===== config.mk =====
export PLATFORM = sky130hd
export DESIGN_NAME = timer_dev_flat
export DESIGN_NICKNAME = d
export VERILOG_FILES = /design/src/rtl/timer_dev_if.sv /design/src/rtl/timer_dev.sv /design/src/flat_wrapper.sv
export SDC_FILE = /design/constraint.sdc
export NUM_CORES = 1
export LEC_CHECK = 0
export CAP_MARGIN = 10
export CORE_AREA = 2 2 126 67
export CTS_BUF_LIST = sky130_fd_sc_hd__clkbuf_8 sky130_fd_sc_hd__clkbuf_16
export DETAILED_ROUTE_END_ITERATION = 8
export DIE_AREA = 0 0 128 69
export HOLD_SLACK_MARGIN = 0.08
export PLACE_DENSITY = 0.87
export SLEW_MARGIN = 20
export SYNTH_ARGS = -nofsm -noshare
export SYNTH_HDL_FRONTEND = slang
export SYNTH_SLANG_ARGS = --single-unit

===== constraint.sdc =====
create_clock -name clk -period 3.6 [get_ports clk]
set_clock_uncertainty 0.1 [all_clocks]
set_input_delay 0.36 -clock clk [delete_from_list [all_inputs] [get_ports clk]]
set_output_delay 0.36 -clock clk [all_outputs]
set_load 0.005 [all_outputs]

===== src/rtl/timer_dev_if.sv =====
// CPU data-bus interface of the programmable timer.
// The CPU side drives the master modport, the timer uses the slave modport.
interface timer_dev_if;
  logic [1:0]  addr;  // word address bits [3:2], selects register 0..3
  logic        we;    // write strobe
  logic [31:0] din;   // write data
  logic [31:0] dout;  // combinational read data
  logic        irq;   // level-sensitive interrupt request

  modport master (output addr, output we, output din, input dout, input irq);
  modport slave  (input addr, input we, input din, output dout, output irq);
endinterface


===== src/rtl/timer_dev.sv =====
// Programmable 32-bit down-counting timer with a CPU register interface.
// Registers: 0 CTRL {IM, MODE[1:0], EN}, 1 PRESET, 2 COUNT (read-only), 3 reserved.
// Optional feature macro TIMER_RELOAD_EN: when defined, MODE=1 reloads PRESET
// after every expiry; when undefined every MODE value runs as one-shot.
module timer_dev (
  input  logic        clk,
  input  logic        rst,
  timer_dev_if.slave  bus
);

  typedef enum logic [1:0] {
    S_IDLE,
    S_LOAD,
    S_CNT,
    S_INT
  } state_e;

  state_e      state_q;
  logic        en_q;
  logic [1:0]  mode_q;
  logic        im_q;
  logic [31:0] preset_q;
  logic [31:0] count_q;
  logic        irqf_q;

  logic        ctrl_wr;
  logic        preset_wr;
  logic        reload_sel;

  assign ctrl_wr   = bus.we && (bus.addr == 2'd0);
  assign preset_wr = bus.we && (bus.addr == 2'd1);

`ifdef TIMER_RELOAD_EN
  assign reload_sel = (mode_q == 2'd1);
`else
  // MODE is still stored and read back, but never selects auto-reload.
  assign reload_sel = 1'b0;
`endif

  // Control/status registers and the counting FSM, all under synchronous reset.
  always_ff @(posedge clk) begin
    if (rst) begin
      state_q  <= S_IDLE;
      en_q     <= 1'b0;
      mode_q   <= 2'd0;
      im_q     <= 1'b0;
      preset_q <= 32'd0;
      count_q  <= 32'd0;
      irqf_q   <= 1'b0;
    end else begin
      unique case (state_q)
        S_IDLE: begin
          if (en_q) state_q <= S_LOAD;
        end
        S_LOAD: begin
          count_q <= preset_q;
          state_q <= S_CNT;
        end
        S_CNT: begin
          if (!en_q) begin
            state_q <= S_IDLE;
          end else if (count_q <= 32'd1) begin
            // A count of 0 expires like a count of 1; never wraps to 2^32-1.
            count_q <= 32'd0;
            state_q <= S_INT;
          end else begin
            count_q <= count_q - 32'd1;
          end
        end
        S_INT: begin
          irqf_q <= 1'b1;
          if (reload_sel) begin
            state_q <= S_LOAD;
          end else begin
            en_q    <= 1'b0;
            state_q <= S_IDLE;
          end
        end
        default: state_q <= S_IDLE;
      endcase

      // NOTE: these writes come after the FSM on purpose; with non-blocking
      // assignments the last one in the block wins, so a CTRL write landing in
      // the INT cycle keeps the written EN/MODE/IM and clears IRQF.
      if (ctrl_wr) begin
        en_q   <= bus.din[0];
        mode_q <= bus.din[2:1];
        im_q   <= bus.din[3];
        irqf_q <= 1'b0;
      end
      if (preset_wr) preset_q <= bus.din;
    end
  end

  // Read mux; reserved address returns zero.
  always_comb begin
    // NOTE: default first so every path assigns dout and no latch is inferred.
    bus.dout = 32'd0;
    unique case (bus.addr)
      2'd0:    bus.dout = {28'd0, im_q, mode_q, en_q};
      2'd1:    bus.dout = preset_q;
      2'd2:    bus.dout = count_q;
      default: bus.dout = 32'd0;
    endcase
  end

  // Interrupt is the sticky flag gated by the mask.
  assign bus.irq = irqf_q & im_q;

endmodule


===== src/flat_wrapper.sv =====
// flat-port wrapper written by rule: the top's interface ports become plain ports
module timer_dev_flat 
  (clk, rst, bus_addr, bus_we, bus_din, bus_dout, bus_irq);
  timer_dev_if bus_i ();
  input  logic clk;
  input  logic rst;
  input wire logic [$bits(bus_i.addr)-1:0] bus_addr;
  input wire logic [$bits(bus_i.we)-1:0] bus_we;
  input wire logic [$bits(bus_i.din)-1:0] bus_din;
  output wire logic [$bits(bus_i.dout)-1:0] bus_dout;
  output wire logic [$bits(bus_i.irq)-1:0] bus_irq;
  assign bus_i.addr = bus_addr;
  assign bus_i.we = bus_we;
  assign bus_i.din = bus_din;
  assign bus_dout = bus_i.dout;
  assign bus_irq = bus_i.irq;
  timer_dev u_core (.clk(clk), .rst(rst), .bus(bus_i));
endmodule

# Word level (Yosys, flattened, before mapping)
# Cells that the tools add are included.
totals:
  ff_bits: 71
  input_bits: 37
  out_inout_bits: 33
  elab_cells: 37
classes:
  n_addsub: 1
  magnitude_cmp: 1
  eq_ne: 8
  mux: 10
  bitwise_logic: 1
  n_reduce_logical: 9
ops:
  columns: ["op", "count"]
  rows:
  - ["$pmux W32 S3", 1]
  - ["$mux W32", 2]
  - ["$pmux W32 S2", 1]
  - ["$le A32 B1 Y1 const B", 1]
  - ["$sub A32 B1 Y32 const B", 1]
  - ["$pmux W2 S4", 1]
  - ["$eq A2 B2 Y1 const B", 3]
  - ["$mux W2", 3]
  - ["$eq A2 B1 Y1 const B", 2]
  - ["$logic_not A2 Y1", 2]
  - ["$ne A2 B1 Y1 const B", 2]
  - ["$reduce_and A2 Y1", 2]
  - ["$reduce_bool A2 Y1", 2]
  - ["$ne A3 B3 Y1 const B", 1]
  - ["$logic_and A1 B1 Y1", 2]
  - ["$mux W1", 2]
  - ["$reduce_or A2 Y1", 1]
  - ["$and A1 B1 Y1", 1]

# Longest topological paths before layout
# Gate-level depths: netlist (run 1).
depth:
  word_depth: 4
  mapped_depth: 9
  ltp_nobuf: 8

# Least setup slack after synthesis (run 1)
# No wires, ideal clock.
synth_timing:
  path_kind: "register to register"
  from: "register u_core.count_q[21]"
  to: "register u_core.count_q[31]"
  setup_ns: 0.120
  arrival_time_ns: 2.361
  required_time_ns: 3.380
  slack_ns: 1.020
  path_stages_with_launch: 8
  n_path_buf: 1
  synth_period_minus_slack_ns: 2.580
  cell_sequence: "dfxtp_1 > buf_6 > or4_4 > or4_4 > nor4_4 > or2_4 > o41ai_1 > a211o_1"
synth_between:
  elab_chain_cells: 4
  word_cells_on_any_way: 5
  cone_classes: "add/sub: 1; order compare: 1; mux: 3"
synth_lines:
  columns: ["element", "line_no", "rtl"]
  rows:
  - ["start, declared", "timer_dev.sv:23", "logic [31:0] count_q;"]
  - ["start signal, assigned", "timer_dev.sv:56", "count_q <= preset_q;"]
  - ["start signal, assigned", "timer_dev.sv:67", "count_q <= count_q - 32'd1;"]
  - ["$sub A32 B1 Y32 / $le A32 B1 Y1 (equally long branches)", "timer_dev.sv:67, timer_dev.sv:62", null]
  - ["$mux W32 *", "timer_dev.sv:62", "end else if (count_q <= 32'd1) begin"]
  - ["$mux W32 *", "timer_dev.sv:60", "if (!en_q) begin"]
  - ["$pmux W32 S2 *", "timer_dev.sv:51", "unique case (state_q)"]
# Mark *: on every way between the ends. The rest lies on a longest branch, timed or not. The select of a mux whose other input is x is not followed.
# A chain may end at the register's enable or synchronous reset.

# Final worst setup path (run 1)
# Same ends and word-level chain as after synthesis.

==> results.yml, run 1 <==
cts:
  post_cts.repair.setup_buffers: 0
  cts_hold_buf: 0
  cts_resized: 0
  cts_sinks: 71
  cts.path.max_buffers: 2
  cts_buffers: 9
  cts_root_buf: "clkbuf_16"
  tritoncts: "done"
  cts.htree.levels: 3
  path_clk_slew_ns: 0.06
  clock_latency_ns: 0.34
synth:
  ys_seq_area_frac: 0.3553
  synth-xor-area-share: 0.002190
  synth_top_area_cell: "dfxtp_1"
  synth_simple_gate_area_frac: 0.2546
  muxShareOfSynthArea: 0.03503
  yosysWarnings: 0
  synth_top_family_by_area: "compound AO/OA/AOI/OAI gates"
  synth_area_per_cell_sq_um: 7.663
  synthTopCellsByArea: "dfxtp_1 (36%), nand2_1 (9.1%), a21oi_1 (7.3%), a22o_1 (5.9%), mux2i_1 (3.5%)"
  synth_compound_area_frac: 0.2859
  netlist_area_sq_um: 4000
  synth_cell_type_count: 61
  post_synth_fa_ha_maj_area_fraction: 0.006256
  synth_top_cell_area_share: 0.3553
  syn-num-nets: 561
  synth-seq-cells: 71
  synthCells: 522
  synth-edff-count: 0
  synthArstFlopShare: 0
  synth_ff_type: "dfxtp_1"
floorplanning:
  initial_core_util: 0.5187
  core-area_sq_um: 7712
  die_w_um: 128
  die_h_um: 69
  dieArea_sq_um: 8832
  row_count: 23
  pin_count: 70
global_route:
  grt_pass1_wl_mm: 20.72
  track_usage: 0.2964
  antenna_found_initial: 0
  grt_overflow_total: 0
  grt_pass1_vias: 4006
  grt_max_degree: 62
sta:
  slew_viol_final: 0
  setup_viol: 0
  tightest_slew_ns: 0.9962
  final.min_clock_period_ns: 2.984
  rsz0062_at_grt: "no"
  fmax_ghz: 0.3351
  finalCritPeriodShare: 0.8290
  finalHoldViolations: 0
  slew-limit-headroom: 0.3345
  setup-tns-final_ns: 0
power_and_ir_drop:
  internal-power_w: 0.001472
  leakagePower_nw: 1.881
  power_w: 0.001995
  ir_drop_mv: 0.2666
  p_sw_frac: 0.2622
  p_per_area_nw_per_um2: 396.5
  p_switching_w: 0.0005231
  power_frac_seq: 0.415
  pwr-share-comb: 0.133
  clockPowerShare: 0.452
detailed_routing:
  num_vias: 4370
  drc: 0
  routed_wl_mm: 12.99
  drtAntennaViolNets: 0
  avgViaCountPerCell: 6.445
  wire_per_inst_um: 19.17
  drt-pass1-iter-count: 6
  first_iter_violations: 598
worst_hold_path:
  hp-class: "register to register"
  min_to: "u_core.preset_q[28]"
  min_from: "u_core.preset_q[28]"
  min_delay_path_depth: 2
placement:
  io_buffer_count: 69
  place_congestion: 0.9883
  dp_hpwl_mm: 8.865
setup_path:
  start_kind: "register"
  reg2reg_to: "u_core.count_q[31]"
  cp_common_cell: "or4_4"
  cp_cell_sequence: "or4_4 -> or4_4 -> nor4_4 -> nor2_2 -> o2111a_1 -> a211o_1"
  cp.arrival_ns: 3.12
  ff2ff_path_depth: 6
  end_kind: "register"
  ff2ff_setup_slack_ns: 0.62
  path_class: "register to register"
  crit_slowest_cell: "or4_4"
  cpPeakStageDelay_ns: 0.60
  reg2reg_from: "u_core.count_q[21]"
  path_max_fanout: 15
  worstPathRequired_ns: 3.73
job:
  cap_violations: 0
layout:
  n_antenna_cell: 0
  area_growth_pct: 25.81
  final_nets: 612
  fillers: 663
  drive_gt1_frac: 0.07612
outcome:
  status: "completed"
layout by cell type, fill, tap and decap left out, drive strengths merged, types with 4 or more instances in the layout:
master,netlist,routed
nor2,38,38
nor4,7,7
o21a,4,4
or4,13,13
o22a,6,6
clkdlybuf4s50,0,68
mux2i,14,14
o32ai,5,5
nand2,97,97
a21oi,58,58
a22o,28,28
buf,4,16
inv,8,9
nor3,16,16
nand3,8,8
clkbuf,40,10
clkinv,1,5
nor2b,8,8
dfxtp,71,71
o22ai,11,11
o21ai,21,21
a31oi,10,10
and2,4,4
worst max path at each step:
stage	from	to	slack, ns	depth (start not counted)
finish	u_core.count_q[21]	u_core.count_q[31]	0.62	6
global route	u_core.count_q[21]	u_core.count_q[31]	0.56	6
CTS	u_core.count_q[21]	u_core.count_q[31]	0.67	6
detailed placement	u_core.count_q[21]	u_core.count_q[31]	0.68	6
global placement	u_core.count_q[21]	u_core.count_q[31]	0.80	6
floorplan	u_core.count_q[21]	u_core.count_q[31]	1.02	7
synthesized netlist by cell type, drive strengths merged (2+ instances only):
cell type	number
nand2	97
dfxtp	71
a21oi	58
clkbuf	40
nor2	38
a22o	28
o21ai	21
nor3	16
mux2i	14
or4	13
o22ai	11
a31oi	10
inv	8
nand3	8
nor2b	8
nor4	7
o22a	6
o32ai	5
and2	4
buf	4
o21a	4
a22oi	3
and3	3
nand4	3
nor3b	3
o31a	3
o31ai	3
or3	3
a21boi	2
a32oi	2
ha	2
o211ai	2
o221ai	2
o32a	2
or2	2
power groups by stage:
stage               clock network (W)  logic [W]  registers (W)
finish                       0.000902   0.000265       0.000829
global route                 0.000940   0.000284       0.000830
CTS                          0.000905   0.000258       0.000827
detailed placement                  0   0.000256       0.000844
global placement                    0   0.000248       0.000843
floorplan                           0   0.000160       0.000833
sequential cells by signal (all words and copies together), names as in the netlist:
name / flops
u_core.en_q: 1
u_core.count_q: 32
u_core.im_q: 1
u_core.mode_q: 2
u_core.preset_q: 32
u_core.irqf_q: 1
u_core.state_q: 2
stage by stage:
step | hold slack, ns | setup slack [ns] | utilization | instances | cell area, sq um
finish | 0.3737 | 0.6156 | 0.6525 | 678 | 5032
global route | 0.3902 | 0.5586 | 0.6525 | 678 | 5032
CTS | 0.3739 | 0.6730 | 0.6525 | 678 | 5032
detailed placement | 0.3665 | 0.6803 | 0.6136 | 662 | 4732
global placement | 0.3609 | 0.8031 | 0.6136 | 662 | 4732
floorplan | 0.3444 | 1.020 | - | 522 | 4000
metal layers:
layer / GRT usage / wire (um) / vias up
li1: - / - / 2013
met1: 0.4328 / 5784 / 2021
met2: 0.4171 / 5337 / 304
met3: 0.1056 / 1701 / 32
met4: 0.06471 / 170 / 0
met5: 0 / 0 / -
cell type report:
class | count | area (sq um) | area share
multi-input combinational | 398 | 2341 | 0.4652
sequential | 71 | 1421 | 0.2824
timing repair buffer | 84 | 810.8 | 0.1611
clock buffer | 10 | 239.0 | 0.04749
tap | 100 | 125.1 | 0.02486
clock inverter | 6 | 61.31 | 0.01218
inverter | 9 | 33.78 | 0.006713
worst max-delay path, delay by kind of cell, from the launching register on:
family / cells / cell delay, ns
AOI/OAI and AO/OA: 2 / 0.49
DFF: 1 / 0.39
and+or+nand+nor: 4 / 1.88
cell families after synthesis:
family / count (synthesis)
adder cells (fa/ha/maj): 2
multiplexers: 14
AND/OR/NAND/NOR: 210
XOR/XNOR: 1
buffers and inverters: 53
flip-flops: 71
AO/OA/AOI/OAI: 171
(Power assumes the default switching activity.)
==> run 2, diff against run 1 <==
--- a/config.mk
+++ b/config.mk
@@ -6,12 +6,12 @@
 export NUM_CORES = 1
 export LEC_CHECK = 0
 export CAP_MARGIN = 10
-export CORE_AREA = 2 2 126 67
+export CORE_AREA = 2 2 133 70
 export CTS_BUF_LIST = sky130_fd_sc_hd__clkbuf_8 sky130_fd_sc_hd__clkbuf_16
 export DETAILED_ROUTE_END_ITERATION = 8
-export DIE_AREA = 0 0 128 69
+export DIE_AREA = 0 0 135 72
 export HOLD_SLACK_MARGIN = 0.08
-export PLACE_DENSITY = 0.87
+export PLACE_DENSITY = 0.83
 export SLEW_MARGIN = 20
 export SYNTH_ARGS = -nofsm -noshare
 export SYNTH_HDL_FRONTEND = slang
==> constraint.sdc (replaced) <==
create_clock -name clk -period 2.49 [get_ports clk]
set_clock_uncertainty 0.1 [all_clocks]
set_input_delay 0.249 -clock clk [delete_from_list [all_inputs] [get_ports clk]]
set_output_delay 0.249 -clock clk [all_outputs]
set_load 0.005 [all_outputs]
==> run 2 against run 1 <==
Net effect: power grew 44%; via count up 2.2%; sequential power increased by 44%; register-to-register slack got worse by 0.61 ns; largest power group unchanged; largest cell class unchanged; utilization decreased by 1.8 points.
==> results.yml, run 2 (synthesis results as in run 1) <==
detailed_routing:
  num_vias: 4468
  routed_wl_mm: 13.14
  drc: 0
  first_iter_violations: 622
  drt-pass1-iter-count: 5
  drtAntennaViolNets: 0
  avgViaCountPerCell: 6.112
  wire_per_inst_um: 17.98
sta:
  finalHoldViolations: 0
  final.min_clock_period_ns: 2.480
  setup-tns-final_ns: 0
  slew-limit-headroom: 0.4585
  rsz0062_at_grt: "yes"
  finalCritPeriodShare: 0.9961
  slew_viol_final: 0
  fmax_ghz: 0.4032
  setup_viol: 0
  tightest_slew_ns: 0.8092
placement:
  place_congestion: 0.9641
  place_area_sq_um: 5060
  dp_hpwl_mm: 8.592
  dp_cells: 713
  io_buffer_count: 69
layout:
  n_antenna_cell: 0
  top_regs: "u_core.count_q (32), u_core.preset_q (32)"
  final_core_util: 0.6345
  final_nets: 650
  drive_gt1_frac: 0.1531
  final_common_cell: "nand2_1"
  layout_common_cells: "nand2_1 (97), dfxtp_1 (69), clkdlybuf4s50_1 (68), a21oi_1 (56), buf_4 (48)"
  fin_area_sq_um: 5411
  layoutNonFillerInstCount: 731
  area_growth_pct: 35.28
cts:
  path_clk_slew_ns: 0.05
  clock_latency_ns: 0.33
  cts.path.max_buffers: 2
  cts.htree.levels: 3
  tritoncts: "done"
  cts_sinks: 71
  cts_root_buf: "clkbuf_16"
  cts_buffers: 9
global_route:
  grt_max_degree: 62
  grt_pass1_wl_mm: 20.82
  grt_overflow_total: 0
  track_usage: 0.2723
  antenna_found_initial: 0
  grt_pass1_vias: 4088
setup_path:
  worstPathRequired_ns: 2.61
  start_kind: "register"
  path_max_fanout: 4
  path_class: "register to register"
  cp.arrival_ns: 2.60
  end_kind: "register"
power_and_ir_drop:
  p_per_area_nw_per_um2: 531.6
  power_w: 0.002877
  leakagePower_nw: 2.076
  ir_drop_mv: 0.3323
floorplanning:
  initial_core_util: 0.4690
  dieArea_sq_um: 9720
  die_w_um: 135
  core-area_sq_um: 8528
  row_count: 24
  die_h_um: 72
  pin_count: 70
job:
  cap_violations: 0
outcome:
  status: "completed"
worst_hold_path:
  hp-class: "input pin to register"
==> run 2: area by class of cell <==
type | count | area, sq um
Clock inverter | 1 | 3.754
Sequential cell | 71 | 1424
Inverter | 9 | 33.78
Timing Repair Buffer | 121 | 1117
Fill cell | 736 | 3117
Multi-Input combinational cell | 399 | 2406
Tap cell | 117 | 146.4
Clock buffer | 13 | 280.3
==> run 2: worst paths after layout <==
path	start	to	slack, ns	cells past startpoint
hold / removal	bus_din[9]	u_core.preset_q[9]	0.36	3
hold reg to reg	u_core.preset_q[17]	u_core.preset_q[17]	0.38	2
setup / recovery	u_core.count_q[23]	u_core.count_q[5]	0.01	8
setup reg to reg	u_core.count_q[23]	u_core.count_q[5]	0.01	8
==> run 2: where the power goes <==
group	leakage, nW	internal [W]	switching [W]
registers	0.576	0.00116	0.0000267
clock network	0.145	0.000768	0.000453
logic	1.36	0.000222	0.000244
total	2.08	0.00215	0.000723
==> run 2: metal layers <==
metal	part of all wire	vias to the layer above	GRT usage
met5	0	-	0
met4	0.019	0	0.08796
met3	0.11	26	0.06499
met2	0.43	255	0.4140
met1	0.44	2100	0.3842
li1	-	2087	-
==> run 2: critical path: stages (launching register included) <==
cell,delay [ns]
dfxtp_1,0.31
or4_4,0.55
or4_4,0.54
nor4_4,0.20
buf_4,0.20
buf_4,0.11
buf_4,0.10
o21ai_1,0.07
a32o_1,0.20
==> run 2: stage by stage <==
stage | hold WS, ns | setup slack (ns)
finish | 0.3647 | 0.009747
CTS | 0.3550 | 0.003172
global route | 0.3653 | -0.02211
global placement | 0.3565 | 0.05259
floorplan | 0.2850 | -0.08878
detailed placement | 0.3662 | -0.01672
==> run 2: timing repair <==
| action | 4_1_cts | 5_1_grt |
|---|---|---|
| pin swaps | 1 | 3 |
| setup endpoints to repair | 3 | 21 |
| hold buffers | 0 | 0 |
| buffers inserted | 0 | 3 |
| gates resized for setup | 3 | 8 |
| cloned | 0 | 1 |
==> run 3, diff against run 2 <==
--- a/config.mk
+++ b/config.mk
@@ -10,8 +10,9 @@
 export CTS_BUF_LIST = sky130_fd_sc_hd__clkbuf_8 sky130_fd_sc_hd__clkbuf_16
 export DETAILED_ROUTE_END_ITERATION = 8
 export DIE_AREA = 0 0 135 72
-export HOLD_SLACK_MARGIN = 0.08
+export HOLD_SLACK_MARGIN = 0.1
 export PLACE_DENSITY = 0.83
+export SETUP_SLACK_MARGIN = 0.2
 export SLEW_MARGIN = 20
 export SYNTH_ARGS = -nofsm -noshare
 export SYNTH_HDL_FRONTEND = slang
==> run 3 against run 2 <==
Net effect: largest cell class unchanged; combinational power is 14% higher; final cell count is 3.0% higher; clock power is 17% higher; worst setup slack better by 0.0050 ns.
==> results.yml, run 3 (synthesis results as in run 1) <==
global_route:
  top_usage_layer: "met2"
  grtUsageMet1: 0.3791
  grt_pass1_wl_mm: 21.66
  grt_overflow_total: 0
  grt_max_degree: 62
  grt_use_met3: 0.08176
  track_usage: 0.2830
  grt.met2_usage: 0.4247
  antenna_found_initial: 0
  grt_pass1_vias: 4313
sta:
  slew_viol_final: 0
  finalHoldViolations: 0
  fmax_ghz: 0.4040
  setup_viol: 0
  slew-limit-headroom: 0.5327
  tightest_slew_ns: 0.7010
  finalWorstSetupSlack_ns: 0.01478
  rsz0062_at_grt: "yes"
  final.min_clock_period_ns: 2.475
  finalCritPeriodShare: 0.9941
layout:
  drive_gt1_frac: 0.1997
  area_growth_pct: 45.04
  seqCellArea_sq_um: 1425
  final_common_cell: "nand2_1"
  fin_area_sq_um: 5802
  layout_common_cells: "nand2_1 (96), dfxtp_1 (68), buf_4 (61), clkdlybuf4s50_1 (57), a21oi_1 (55)"
  fillers: 658
  final_nets: 670
  multi_input_area_sq_um: 2467
  top_regs: "u_core.count_q (32), u_core.preset_q (32)"
  n_antenna_cell: 0
floorplanning:
  core-area_sq_um: 8528
  die_h_um: 72
  initial_core_util: 0.4690
  pin_count: 70
  row_count: 24
  dieArea_sq_um: 9720
  die_w_um: 135
job:
  cap_violations: 0
cts:
  cts_root_buf: "clkbuf_16"
  path_clk_slew_ns: 0.06
  clock_latency_ns: 0.35
  cts_buffers: 9
  cts.htree.levels: 3
  tritoncts: "done"
  cts_sinks: 71
  cts.path.max_buffers: 2
placement:
  io_buffer_count: 69
  post-place-ws_ns: -0.05685
  place_area_sq_um: 5155
  place_congestion: 0.9851
  dp_hpwl_mm: 8.978
detailed_routing:
  wire_per_inst_um: 19.85
  num_vias: 4755
  avgViaCountPerCell: 6.315
  routed_wl_mm: 14.95
  drt-pass1-iter-count: 5
  first_iter_violations: 786
  drc: 0
  drtAntennaViolNets: 0
worst_hold_path:
  min_from: "rst"
  min_delay_path_depth: 3
  hp-class: "input pin to register"
  min_to: "u_core.count_q[10]"
power_and_ir_drop:
  leakagePower_nw: 2.448
  ir_drop_mv: 0.3554
  p_per_area_nw_per_um2: 544.4
setup_path:
  worstPathRequired_ns: 2.62
  cp.arrival_ns: 2.61
  start_kind: "register"
  path_class: "register to register"
  path_max_fanout: 10
  end_kind: "register"
  reg2reg_from: "u_core.count_q[29]"
  ff2ff_path_depth: 7
  reg2reg_to: "u_core.count_q[31]"
  ff2ff_setup_slack_ns: 0.01
outcome:
  status: "completed"
## run 3: cell types whose count changed in the layout (fill, tap and decap cells not counted), sizes merged
cell,delta
clkinvlp,+2
inv,-1
nor2,-1
clkinv,+1
bufinv,+2
dlymetal6s2s,+11
clkbuf,+2
buf,+17
clkdlybuf4s50,-11
## run 3: critical path, stage by stage (launching register included)
cell      delay (ns)
dfxtp_2         0.32
or4_4           0.53
or4_4           0.53
nor4_4          0.18
buf_4           0.18
nor2_4          0.07
o2111a_1        0.17
a211o_1         0.27
## run 3: final cells by class
cell class,count,share of cell area
multi-input combinational,398,0.4253
sequential,71,0.2456
timing repair buffer,142,0.2407
clock buffer,11,0.04356
tap,117,0.02523
clock inverter,5,0.01380
inverter,9,0.005823
## run 3: what timing repair did
item,CTS,global route
buffers inserted,11,1
setup endpoints to repair,31,43
cloned,0,4
hold buffers,0,0
resized for setup,11,25
pin swaps,13,7
## run 3: worst max-delay path by stage
stage,start,end,slack (ns),cells after the start
after floorplan,u_core.count_q[21],u_core.count_q[31],-0.09,7
after global placement,u_core.count_q[24],u_core.count_q[31],0.02,6
after detailed placement,u_core.count_q[24],u_core.count_q[31],-0.06,6
after CTS,u_core.count_q[29],u_core.count_q[31],-0.01,7
after global routing,u_core.count_q[29],u_core.count_q[30],-0.02,9
final,u_core.count_q[29],u_core.count_q[31],0.01,7
## run 3: through the flow
stage | hold slack (ns) | util | power (W) | TNS, ns | std cells
global route | 0.2784 | 0.6803 | 0.003243 | -0.02785 | 753
CTS | 0.2401 | 0.6577 | 0.003118 | -0.06508 | 748
floorplan | 0.2850 | - | 0.001441 | -0.5562 | 522
global placement | 0.3569 | 0.6045 | 0.001642 | 0 | 721
finish | 0.2688 | 0.6803 | 0.003158 | 0 | 753
detailed placement | 0.3685 | 0.6045 | 0.001649 | -0.09708 | 721
## run 3: power by group
part | internal (W) | total [W] | switching (W)
Combinational | 0.000264 | 0.000532 | 0.000268
Sequential | 0.00116 | 0.00119 | 0.0000310
Clock | 0.000929 | 0.00143 | 0.000503
Total | 0.00236 | 0.00316 | 0.000802
## run 3: routing by layer
layer	share of wire	up-vias	routed length (um)
met2	0.42	359	6320
met3	0.12	79	1787
met5	0	-	0
met1	0.42	2192	6286
met4	0.037	0	551
li1	-	2125	-
